--- config.mk ---
export PLATFORM = sky130hd
export DESIGN_NAME = bcd_4d_down_cnt
export DESIGN_NICKNAME = d
export VERILOG_FILES = /design/src/rtl/bcd_4d_down_cnt_pkg.sv /design/src/rtl/bcd_digit_dn.sv /design/src/rtl/bcd_4d_down_cnt.sv
export SDC_FILE = /design/constraint.sdc
export NUM_CORES = 1
export LEC_CHECK = 0
export CAP_MARGIN = 15
export CORE_AREA = 2 2 72 74
export CTS_CLUSTER_DIAMETER = 100
export DETAILED_ROUTE_END_ITERATION = 8
export DIE_AREA = 0 0 74 76
export HOLD_SLACK_MARGIN = 0.03
export PLACE_DENSITY = 0.66
export SYNTH_ARGS = -nofsm -noshare
export SYNTH_HDL_FRONTEND = slang
export SYNTH_SLANG_ARGS = --single-unit
--- constraint.sdc ---
create_clock -name clk -period 2.3 [get_ports clk]
set_clock_uncertainty 0.15 [all_clocks]
set_input_delay 0.46 -clock clk [delete_from_list [all_inputs] [get_ports clk]]
set_output_delay 0.46 -clock clk [all_outputs]
set_load 0.03 [all_outputs]
--- src/rtl/bcd_4d_down_cnt_pkg.sv ---
// Shared definitions for the BCD down counter and its neighbours on the
// display path (encoder/display blocks reuse the digit check).
package bcd_4d_down_cnt_pkg;

  localparam int         BCD_DIGIT_W = 4;
  localparam logic [3:0] BCD_MAX     = 4'd9;

  typedef enum logic [1:0] {
    IDLE   = 2'd0,
    RUN    = 2'd1,
    RELOAD = 2'd2
  } state_t;

  // True when a nibble holds a legal decimal digit (0..9).
  function automatic logic is_bcd_valid(input logic [BCD_DIGIT_W-1:0] digit);
    return digit <= BCD_MAX;
  endfunction

endpackage

--- src/rtl/bcd_digit_dn.sv ---
// One BCD digit of the down counter. Load has priority over decrement;
// a digit at 0 wraps to 9 and raises borrow_out for the next digit.
module bcd_digit_dn
  import bcd_4d_down_cnt_pkg::*;
(
  input  logic                   clk,
  input  logic                   reset,
  input  logic                   dec,
  input  logic                   ld,
  input  logic [BCD_DIGIT_W-1:0] ld_val,
  output logic [BCD_DIGIT_W-1:0] q,
  output logic                   borrow_out,
  output logic                   is_zero
);

  assign is_zero    = (q == '0);
  assign borrow_out = dec & is_zero;

  // Digit register: reset, then load, then decrement with 0 -> 9 wrap.
  // NOTE: state registers use non-blocking (<=) so every flop samples the
  // pre-edge values; blocking here would create order-dependent races.
  always_ff @(posedge clk) begin
    if (reset)
      q <= '0;
    else if (ld)
      q <= ld_val;
    else if (dec)
      q <= is_zero ? BCD_MAX : q - 4'd1;
  end

endmodule

--- src/rtl/bcd_4d_down_cnt.sv ---
// Loadable BCD countdown timer: start/stop control, zero flag, one-cycle
// done pulse on expiry, optional auto-reload from the last loaded value.
module bcd_4d_down_cnt
  import bcd_4d_down_cnt_pkg::*;
#(
  parameter int DIGITS = 4
) (
  input  logic                clk,
  input  logic                reset,
  input  logic                load,
  input  logic [4*DIGITS-1:0] d,
  input  logic                start,
  input  logic                stop,
  input  logic                en,
  input  logic                auto_reload,
  output logic [4*DIGITS-1:0] bcd,
  output logic                zero,
  output logic                busy,
  output logic                done,
  output logic                load_err
);

  localparam int W = 4 * DIGITS;

  state_t            state, state_nxt;
  logic [W-1:0]      reload_q;
  logic [W-1:0]      ld_val;
  logic [DIGITS-1:0] dec;
  logic [DIGITS-1:0] borrow;
  logic [DIGITS-1:0] digit_zero;
  logic              d_valid;
  logic              ld_ok, ld_bad, ctrl_free;
  logic              do_reload, count_en, expire, underflow, digit_ld;

  // Load value is accepted only if every nibble is a decimal digit.
  // NOTE: every signal assigned in always_comb gets a default first, so no
  // path leaves it unassigned and no latch is inferred.
  always_comb begin
    d_valid = 1'b1;
    for (int i = 0; i < DIGITS; i++)
      if (!is_bcd_valid(d[BCD_DIGIT_W*i +: BCD_DIGIT_W])) d_valid = 1'b0;
  end

  assign ld_ok     = load & d_valid;
  assign ld_bad    = load & ~d_valid;
  assign ctrl_free = ~load & ~stop;
  assign do_reload = ctrl_free & (state == RELOAD);
  assign count_en  = ctrl_free & (state == RUN) & en;
  assign expire    = count_en & (bcd == W'(1));
  // A borrow out of the top digit would mean 0000 -> 9999; RUN is never
  // held at zero, but if it ever happened the digits are forced back to 0.
  assign underflow = borrow[DIGITS-1];
  assign digit_ld  = ld_ok | do_reload | underflow;
  assign ld_val    = ld_ok ? d : (do_reload ? reload_q : '0);

  assign zero = &digit_zero;
  assign busy = (state != IDLE);

  // Digit chain: digit 0 decrements on count_en, higher digits on borrow.
  for (genvar g = 0; g < DIGITS; g++) begin : g_digit
    if (g == 0) begin : g_lsd
      assign dec[g] = count_en;
    end else begin : g_upper
      assign dec[g] = borrow[g-1];
    end
    bcd_digit_dn u_digit (
      .clk        (clk),
      .reset      (reset),
      .dec        (dec[g]),
      .ld         (digit_ld),
      .ld_val     (ld_val[BCD_DIGIT_W*g +: BCD_DIGIT_W]),
      .q          (bcd[BCD_DIGIT_W*g +: BCD_DIGIT_W]),
      .borrow_out (borrow[g]),
      .is_zero    (digit_zero[g])
    );
  end

  // Next-state logic: load > stop > start > en; a rejected load freezes all.
  always_comb begin
    state_nxt = state;
    if (ld_ok) begin
      state_nxt = IDLE;
    end else if (!load) begin
      if (stop) begin
        state_nxt = IDLE;
      end else begin
        case (state)
          IDLE:    if (start && !zero) state_nxt = RUN;
          RUN: begin
            if (underflow)
              state_nxt = IDLE;
            else if (expire)
              state_nxt = (auto_reload && reload_q != '0) ? RELOAD : IDLE;
          end
          RELOAD:  state_nxt = RUN;
          default: state_nxt = IDLE;
        endcase
      end
    end
  end

  // State register, reload value and the registered one-cycle pulses.
  // NOTE: the reload register is reset explicitly because its value is
  // observable (auto-reload after reset must reload 0, i.e. not reload).
  always_ff @(posedge clk) begin
    if (reset) begin
      state    <= IDLE;
      reload_q <= '0;
      done     <= 1'b0;
      load_err <= 1'b0;
    end else begin
      state    <= state_nxt;
      if (ld_ok) reload_q <= d;
      done     <= expire;
      load_err <= ld_bad;
    end
  end

endmodule

==> impl_metrics.py <==
metrics = {
    "routing": {
        "drt_iter0_markers": 184,
        "wirelength_mm": 5.32,
        "postRouteAntennaNets": 0,
        "vias_per_cell": 5.27,
        "drc_errors": 0,
        "drt-wirelength-per-cell_um": 14.1,
        "firstDrtPassIters": 4,
        "vias": 1982,
    },
    "yosys": {
        "synth_area_leaders": "dfxtp_1 (37%), nand2_1 (11%), a21oi_1 (5.4%)",
        "synth_edf_count": 0,
        "ys.flop_type": "dfxtp_1",
        "synth_cell_types": 51,
        "ys_seq_elements": 36,
        "syn-num-nets": 264,
        "netlist.top_cell.by_area": "dfxtp_1",
        "ys_seq_area_frac": 0.373,
        "netlist_area_sq_um": 1930,
        "syn-instance-count": 241,
        "ys_warn_count": 0,
        "ys_async_sr_fraction": 0,
        "synth.top_cell.area_share": 0.373,
        "syn_area_per_cell_sq_um": 8.02,
    },
    "power_and_ir_drop": {
        "total_power_mw": 1.49,
        "ir_drop_v": 0.000343,
        "powerDensity_nw_per_um2": 557,
        "leakagePower_nw": 0.941,
    },
    "worst_setup_path": {
        "cpPeakStageDelay_ns": 0.76,
        "cp_cell_sequence": "clkdlybuf4s50_1",
        "setup.worst_path.end_class": "output port",
        "crit_family": "buffers and inverters",
        "worstSetupPathType": "reg -> out",
        "critPathSlowestCell": "clkdlybuf4s50_1",
        "cp.arrival_ns": 1.61,
        "cp_data_required_time_ns": 1.69,
        "cp_max_fo": 8,
        "cp-start-kind": "flip-flop",
        "crit_buf_inv": 1,
    },
    "global_routing": {
        "grt_pass1_vias": 1775,
        "track_usage": 0.196,
        "grt_pass1_wl_mm": 8.68,
        "grt_max_degree": 20,
        "grt_overflow": 0,
        "antenna_found_initial": 0,
    },
    "layout": {
        "insertedDiodeCount": 0,
        "drive_gt1_frac": 0.163,
        "final_net_count": 328,
        "nFillCells": 466,
        "most-common-layout-cells": "nand2_1 (55), clkdlybuf4s50_1 (41), dfxtp_1 (34)",
        "syn2layout_area_growth_pct": 38.9,
        "final_common_cell": "nand2_1",
        "multiInputGateArea_sq_um": 1120,
        "regArea_sq_um": 723,
    },
    "floorplanning": {
        "die_w_um": 74,
        "ios": 43,
        "coreArea_sq_um": 4910,
        "rows": 26,
        "start_util": 0.393,
        "die_h_um": 76,
        "dieArea_sq_um": 5620,
    },
    "timing": {
        "setup_ws_ns": 0.0839,
        "maxSlewViolCount": 0,
        "relSlewSlack": 0.734,
        "fmax_mhz": 451,
        "fin_crit_sh": 0.964,
        "worstMarginPinSlew_ns": 0.398,
        "rsz0062_at_grt": "no",
        "min_period_ns": 2.22,
        "setup_viol_count_final": 0,
        "final_hold_viol_count": 0,
    },
    "job": {
        "max_cap_violations": 0,
    },
    "clock_network": {
        "clkLatencyLatePin_ns": 0.28,
        "cts_hold_buffers": 0,
        "cts_tree": "yes",
        "cts_buffer_depth": 2,
        "clkSinkCount": 36,
        "cts_max_level": 2,
        "cts_buffers": 5,
        "clkSlewWorstSetupHoldPaths_ns": 0.07,
        "cts_root_buf": "clkbuf_8",
    },
    "place": {
        "io_buffers": 42,
        "globalplace.congestion": 0.851,
        "pre_cts_ws_ns": -0.115,
        "post-dp-hpwl_mm": 4.08,
    },
    "outcome": {
        "status": "completed",
    },
    "worst_hold_path": {
        "hold_path_class": "reg -> reg",
    },
}
[layer usage]
| layer | wire length [um] | track usage | vias up |
|---|---|---|---|
| met3 | 315 | 0.0463 | 4 |
| met4 | 42 | 0.0527 | 0 |
| met5 | 0 | 0 | - |
| li1 | - | - | 1009 |
| met1 | 2480 | 0.300 | 915 |
| met2 | 2480 | 0.273 | 54 |
[cell families after synthesis]
family                    synth area share
muxes                               0.0214
DFF                                  0.373
buffers and inverters               0.0641
and+or+nand+nor                      0.315
xor gates and xnor gates            0.0181
AOI/OAI and AO/OA                    0.208
[sequential cells by signal, indices dropped and copies added, names as in the netlist]
name / count
done: 1
g_digit.u_digit.q: 16
reload_q: 16
load_err: 1
state: 2
[synthesized netlist by cell type, types with 5 or more instances]
cell type / count
nor4_1: 8
nand2_1: 55
o21ai_0: 10
o211ai_1: 5
a21oi_1: 21
nand3_1: 11
nor2_1: 8
dfxtp_1: 36
nor3_1: 5
a31oi_1: 7
[power breakdown]
part           switching, mW  internal (mW)  leakage (nW)
Combinational          0.176          0.179         0.603
Clock                  0.216          0.244        0.0455
Sequential            0.0308          0.647         0.293
Total                  0.423           1.07         0.941
[area by class of cell]
type / count / area share
timing repair buffer: 71 / 0.242
inverter: 4 / 0.00560
sequential: 36 / 0.270
clock buffer: 8 / 0.0336
multi-input combinational: 187 / 0.417
tap: 70 / 0.0326
[repair_timing]
action | in CTS | in global routing
endpoints found under the setup margin | 0 | 1
setup buffers | 0 | 3
resized for setup | 0 | 6
[metrics by stage]
step / cell area [sq um] / utilization / std cells / hold slack, ns / TNS [ns]
after detailed placement: 2540 / 0.517 / 365 / 0.317 / -0.867
final: 2680 / 0.546 / 376 / 0.323 / 0
after CTS: 2630 / 0.536 / 373 / 0.329 / 0
after global placement: 2540 / 0.517 / 365 / 0.309 / -0.341
after global routing: 2680 / 0.546 / 376 / 0.346 / 0
after floorplan: 1940 / - / 241 / 0.295 / 0
[final timing paths]
check | startpoint | endpoint | slack, ns | depth (start not counted)
worst max register to register | g_digit[3].u_digit.q[0] | g_digit[3].u_digit.q[0] | 0.22 | 6
worst min-delay path | reload_q[11] | reload_q[11] | 0.32 | 2
worst min register to register | reload_q[11] | reload_q[11] | 0.32 | 2
worst max-delay path | g_digit[0].u_digit.q[1] | bcd[1] | 0.08 | 1
(Power assumes the default switching activity.)
